File: src/rtl/conv_stream_feeder.sv
// conv_stream_feeder
//
// Stream source for the x and f inputs of a conv_128_32 convolution engine.
// It holds one input vector (LEN_X words) and one filter (LEN_F words),
// which are loaded through a write port while idle. On start, both are
// streamed out on two independent valid/ready channels. Each channel
// honours its own backpressure.
//
// Build option:
//   FEEDER_THROTTLE_EN - a 16-bit LFSR gates when each channel may raise
//                        valid. The resulting irregular valid pattern is
//                        used to stress the engine. When the macro is not
//                        defined there is no LFSR, and valid is raised
//                        whenever a word is pending.
//
// Ports:
//   clk           rising-edge clock
//   reset         asynchronous active-low reset; clears both memories
//   ld_we         preload write strobe (honoured only while idle)
//   ld_sel        0 = x memory, 1 = f memory
//   ld_addr       word address; writes beyond the selected length are dropped
//   ld_data       preload word
//   start         single-cycle run request (honoured only while idle)
//   busy          high while streaming
//   done          one-cycle pulse once both channels have finished
//   m_data_out_x  x stream data (0 when m_valid_x is low)
//   m_valid_x     x stream valid
//   m_ready_x     x stream ready from the engine
//   m_data_out_f  f stream data (0 when m_valid_f is low)
//   m_valid_f     f stream valid
//   m_ready_f     f stream ready from the engine
//
// state | meaning
// ------+-----------------------------------------------------------
// IDLE  | preload writes accepted, waiting for start
// RUN   | both channels stream independently until each has sent all words
// DONE  | one-cycle done pulse, then back to IDLE

module conv_stream_feeder #(
    parameter int LEN_X = 128,
    parameter int LEN_F = 32,
    parameter int WIDTH = 8
) (
    input  logic                     clk,
    input  logic                     reset,
    input  logic                     ld_we,
    input  logic                     ld_sel,
    input  logic [$clog2(LEN_X)-1:0] ld_addr,
    input  logic [WIDTH-1:0]         ld_data,
    input  logic                     start,
    output logic                     busy,
    output logic                     done,
    output logic [WIDTH-1:0]         m_data_out_x,
    output logic                     m_valid_x,
    input  logic                     m_ready_x,
    output logic [WIDTH-1:0]         m_data_out_f,
    output logic                     m_valid_f,
    input  logic                     m_ready_f
);

    localparam int AW_X = $clog2(LEN_X);
    localparam int AW_F = (LEN_F > 1) ? $clog2(LEN_F) : 1;
    localparam int CW_X = $clog2(LEN_X + 1);
    localparam int CW_F = $clog2(LEN_F + 1);

    localparam logic [CW_X-1:0] X_LAST  = CW_X'(LEN_X);
    localparam logic [CW_F-1:0] F_LAST  = CW_F'(LEN_F);
    localparam logic [AW_X:0]   X_LEN_W = (AW_X + 1)'(LEN_X);
    localparam logic [AW_X:0]   F_LEN_W = (AW_X + 1)'(LEN_F);

    typedef enum logic [1:0] {
        IDLE = 2'd0,
        RUN  = 2'd1,
        DONE = 2'd2
    } state_t;

    state_t            state, state_nx;
    logic [CW_X-1:0]   x_cnt, x_cnt_nx;
    logic [CW_F-1:0]   f_cnt, f_cnt_nx;
    logic              valid_x_nx, valid_f_nx;
    logic              gate_x, gate_f;
    logic              x_addr_ok, f_addr_ok;

    logic [WIDTH-1:0]  xmem [LEN_X];
    logic [WIDTH-1:0]  fmem [LEN_F];

    // ------------------------------------------------------------------
    // Preload address qualification
    // ------------------------------------------------------------------
    generate
        if (LEN_X == (1 << AW_X)) begin : g_x_pow2
            assign x_addr_ok = 1'b1;
        end else begin : g_x_npow2
            assign x_addr_ok = ({1'b0, ld_addr} < X_LEN_W);
        end
    endgenerate

    assign f_addr_ok = ({1'b0, ld_addr} < F_LEN_W);

    // ------------------------------------------------------------------
    // Word memories: flop arrays, written only while idle
    // ------------------------------------------------------------------
    always_ff @(posedge clk or negedge reset) begin
        if (!reset) begin
            for (int i = 0; i < LEN_X; i++) xmem[i] <= '0;
            for (int i = 0; i < LEN_F; i++) fmem[i] <= '0;
        end else if (ld_we && (state == IDLE)) begin
            if (!ld_sel && x_addr_ok)
                xmem[ld_addr] <= ld_data;
            if (ld_sel && f_addr_ok)
                fmem[ld_addr[AW_F-1:0]] <= ld_data;
        end
    end

    // ------------------------------------------------------------------
    // Valid-raise gating
    // ------------------------------------------------------------------
`ifdef FEEDER_THROTTLE_EN
    logic [15:0] lfsr;

    // Fibonacci form, taps 16,14,13,11, shifting toward bit 0.
    always_ff @(posedge clk or negedge reset) begin
        if (!reset)
            lfsr <= 16'hACE1;
        else
            lfsr <= {lfsr[0] ^ lfsr[2] ^ lfsr[3] ^ lfsr[5], lfsr[15:1]};
    end

    assign gate_x = lfsr[0];
    assign gate_f = lfsr[1];
`else
    assign gate_x = 1'b1;
    assign gate_f = 1'b1;
`endif

    // ------------------------------------------------------------------
    // FSM, counters and valid registers
    // ------------------------------------------------------------------
    always_ff @(posedge clk or negedge reset) begin
        if (!reset) begin
            state     <= IDLE;
            x_cnt     <= '0;
            f_cnt     <= '0;
            m_valid_x <= 1'b0;
            m_valid_f <= 1'b0;
        end else begin
            state     <= state_nx;
            x_cnt     <= x_cnt_nx;
            f_cnt     <= f_cnt_nx;
            m_valid_x <= valid_x_nx;
            m_valid_f <= valid_f_nx;
        end
    end

    always_comb begin
        state_nx   = state;
        x_cnt_nx   = x_cnt;
        f_cnt_nx   = f_cnt;
        valid_x_nx = 1'b0;
        valid_f_nx = 1'b0;

        case (state)
            IDLE: begin
                if (start) begin
                    state_nx   = RUN;
                    x_cnt_nx   = '0;
                    f_cnt_nx   = '0;
                    valid_x_nx = gate_x;
                    valid_f_nx = gate_f;
                end
            end

            RUN: begin
                // Valid is only ever high while the count is below the
                // length, so the counters saturate at the length.
                if (m_valid_x && m_ready_x)
                    x_cnt_nx = x_cnt + 1'b1;
                if (m_valid_f && m_ready_f)
                    f_cnt_nx = f_cnt + 1'b1;

                // The decision uses the post-transfer counts, so the exit
                // also happens when both final transfers land on one edge.
                if ((x_cnt_nx == X_LAST) && (f_cnt_nx == F_LAST)) begin
                    state_nx = DONE;
                end else begin
                    // A stalled word keeps valid regardless of the gate.
                    valid_x_nx = (x_cnt_nx < X_LAST) &&
                                 ((m_valid_x && !m_ready_x) || gate_x);
                    valid_f_nx = (f_cnt_nx < F_LAST) &&
                                 ((m_valid_f && !m_ready_f) || gate_f);
                end
            end

            DONE: begin
                state_nx = IDLE;
            end

            default: begin
                state_nx = IDLE;
            end
        endcase
    end

    // ------------------------------------------------------------------
    // Outputs
    // ------------------------------------------------------------------
    assign busy = (state == RUN);
    assign done = (state == DONE);

    // The counters and memories hold still while a word is stalled, so the
    // data stays stable until the handshake.
    assign m_data_out_x = m_valid_x ? xmem[x_cnt[AW_X-1:0]] : '0;
    assign m_data_out_f = m_valid_f ? fmem[f_cnt[AW_F-1:0]] : '0;

endmodule

File: config.mk
export PLATFORM = sky130hd
export DESIGN_NAME = conv_stream_feeder
export DESIGN_NICKNAME = d
export VERILOG_FILES = /design/src/rtl/conv_stream_feeder.sv
export SDC_FILE = /design/constraint.sdc
export NUM_CORES = 2
export LEC_CHECK = 0
export ABC_CLOCK_PERIOD_IN_PS = 3450
export CORE_MARGIN = 2
export CORE_UTILIZATION = 35
export DETAILED_ROUTE_END_ITERATION = 16
export GPL_TIMING_DRIVEN = 0
export PLACE_DENSITY = 0.55
export REMOVE_ABC_BUFFERS = 1
export SLEW_MARGIN = 20
export SYNTH_ARGS = -nofsm -noshare
export SYNTH_HDL_FRONTEND = slang
export SYNTH_SLANG_ARGS = --single-unit
File: constraint.sdc
create_clock -name clk -period 3.45 [get_ports clk]
set_input_delay 0.345 -clock clk [delete_from_list [all_inputs] [get_ports clk]]
set_output_delay 0.345 -clock clk [all_outputs]
set_load 0.01 [all_outputs]
==> results.toml <==
[yosys]
yosysWarnings = 0
synthesis.area_mm2 = 0.0601
netlist-cell-type-count = 56
synth_seq_cells = 1298
yosysSeqAreaShare_pct = 54.0
ys.flop_type = "dfrtp_1"
async_flop_share_pct = 100
postSynthCellCount = 4007
synth_edf_count = 0
postSynthAreaPerCell_um2 = 15.0

[sta]
setup_ws_ps = -523
setup_tns_ps = -4400
hold_ws_ps = 121
rsz0062_at_grt = "yes"
max_freq_mhz = 252
min_period_ps = 3970
slew_violations = 0
max_slew_margin_pct = 30.7
skew_ps = 21.0
fin_crit_sh_pct = 115
hold_viol = 0
max_slew.worst_pin.slew_ps = 1040
setup_violations = 13

[power]
p_leak_nw = 33.6
peakVddDrop_mv = 0.541
power_mw = 40.9
p_per_area_mw_per_mm2 = 576

[layout]
fin_util_pct = 41.5
synthToLayoutAreaGrowth_pct = 18.2
final_nets = 4068
drive_gt1_share_pct = 52.6
fin_cells = 6386
fin_area_mm2 = 0.0711

[floorplan]
io_pins = 42
fp.coreArea_mm2 = 0.171
fp.dieW_um = 418
fp.dieH_um = 418
dieArea_mm2 = 0.175
row_count = 152
start_util_pct = 35.1

[worst_setup_path]
critPathArrivalTime_ps = 3630
critPathMaxFanout = 6
worstPathRequired_ps = 3110
start_kind = "flip-flop"
cp-end-kind = "primary output"
path_class = "flip-flop to primary output"

[cts]
cts_tree = "built"
cts_made_buffers = 140
clock-sinks = 1298
cts_buffer_depth = 3
path_clk_slew_ps = 60
h-tree-depth = 4
clk_latency_ps = 770
root_buffer = "clkbuf_16"

[place]
routabilityCongestion = 0.770
dpl_cell_area_mm2 = 0.0633
preCtsSetupSlack_ps = -2120
hpwl_mm = 100
io_buffers = 41
placedCellCount = 6022

[route]
first_pass_iters = 5
ant_nets = 0
vias = 35000
drc = 0
wl_per_cell_um = 26.6
wirelength_mm = 170
routed_via_density = 5.49
initialDrtViolationCount = 2045

[outcome]
violations = "setup timing"
status = "finished, violations left"

[global_routing]
antenna_found_initial = 6
grt_usage_pct = 19.5
grt_pass1_vias = 36800
grt_pass1_wl_mm = 254
overflow = 0
grt_max_degree = 138

[flow_run]
drv_cap = 0

[min_path]
hold_path_class = "primary input to flip-flop"
metal layers:
layer / global-route usage (%) / share of wire [%]
met3: 2.46 / 3.5
met1: 26.6 / 45
met4: 7.27 / 3.3
met2: 31.7 / 49
met5: 0 / 0
cell type report:
cell class / count / area, um^2
multi-input combinational: 2394 / 27600
timing repair buffer: 207 / 3550
inverter: 3 / 17.5
fill: 15600 / 100000
clock inverter: 35 / 322
antenna: 1 / 2.50
sequential: 1298 / 32500
tap: 2233 / 2790
clock buffer: 215 / 4210
cell usage after synthesis, types with 7 or more instances:
| cell type | instances | area (um^2) |
|---|---|---|
| dfrtp_1 | 1298 | 32500 |
| mux2_2 | 1246 | 14000 |
| mux2i_1 | 235 | 2350 |
| mux4_2 | 223 | 5020 |
| clkbuf_1 | 220 | 826 |
| nand2_1 | 131 | 492 |
| a221oi_1 | 79 | 692 |
| o21ai_0 | 72 | 360 |
| nor2_1 | 49 | 184 |
| a21oi_1 | 37 | 185 |
| o22ai_1 | 37 | 231 |
| mux2_1 | 34 | 383 |
| buf_2 | 33 | 165 |
| o221ai_1 | 30 | 263 |
| a211oi_1 | 29 | 218 |
| nand2_2 | 28 | 175 |
| buf_6 | 26 | 293 |
| nor2_4 | 24 | 270 |
| buf_1 | 20 | 75.1 |
| nand3_1 | 15 | 75.1 |
| nor2b_1 | 13 | 81.3 |
| a22oi_1 | 12 | 90.1 |
| nand2_4 | 9 | 101 |
| nor2_8 | 9 | 180 |
| buf_8 | 8 | 120 |
| nand2_8 | 7 | 140 |
cell families after synthesis:
family | Yosys count | synth area share, %
buf+inv | 316 | 2.55
mux | 1738 | 36.2
simple gates | 333 | 3.43
compound gates | 312 | 3.58
xor+xnor | 8 | 0.117
fa+ha+maj | 2 | 0.0416
flops | 1298 | 54.0
power breakdown:
| part | internal, mW | switching (mW) | total (mW) |
|---|---|---|---|
| registers | 15.3 | 0.355 | 15.7 |
| logic | 4.13 | 6.12 | 10.2 |
| clock network | 8.70 | 6.29 | 15.0 |
final timing paths:
| path | startpoint | end | slack, ps | depth (start not counted) |
|---|---|---|---|---|
| worst max register to register | state[0] | xmem[237] | 100 | 5 |
| worst min-delay path | ld_data[4] | fmem[60] | 120 | 2 |
| worst min register to register | xmem[536] | xmem[536] | 490 | 1 |
| max in group asynchronous | reset | xmem[743] | 640 | 7 |
| min in group asynchronous | reset | fmem[175] | 280 | 3 |
| worst max-delay path | x_cnt[0] | m_data_out_x[2] | -520 | 11 |
worst max-delay path, stage by stage (launching register included):
cell	delay, ps
dfrtp_4	530
buf_16	150
buf_16	140
buf_16	160
buf_16	150
mux2i_2	160
a221oi_4	420
o21ai_2	150
a221oi_4	380
nor2_1	110
o22ai_2	260
buf_2	190
registers in the layout, indices dropped and copies added, names as in the netlist:
| signal | cells |
|---|---|
| m_valid_f | 1 |
| f_cnt | 6 |
| xmem | 1024 |
| m_valid_x | 1 |
| state | 2 |
| x_cnt | 8 |
| fmem | 256 |
cell usage in the layout, fill, tap and decap left out, types with 26 or more instances in the layout:
cell       netlist  layout
buf_4            6      48
nand2_2         28      28
mux2i_1        235     224
nand2_1        131     131
buf_16           0      59
nor2_4          24      27
a221oi_2         0      43
dfrtp_1       1298    1287
mux2_1          34      34
clkbuf_1       220      38
nor2_1          49      26
mux4_2         223     223
o21ai_2          0      34
clkbuf_8         0      32
mux2_2        1246    1246
clkbuf_16        0     151
repair_timing:
| item | CTS | global route |
|---|---|---|
| gates cloned | 27 | 6 |
| buffers inserted | 75 | 5 |
| hold endpoints to repair | 89 | 0 |
| endpoints found under the setup margin | 57 | 84 |
| pin swaps | 57 | 35 |
| hold buffers | 2 | 0 |
| resized for setup | 362 | 46 |
Power figures use the tool's default switching activity.
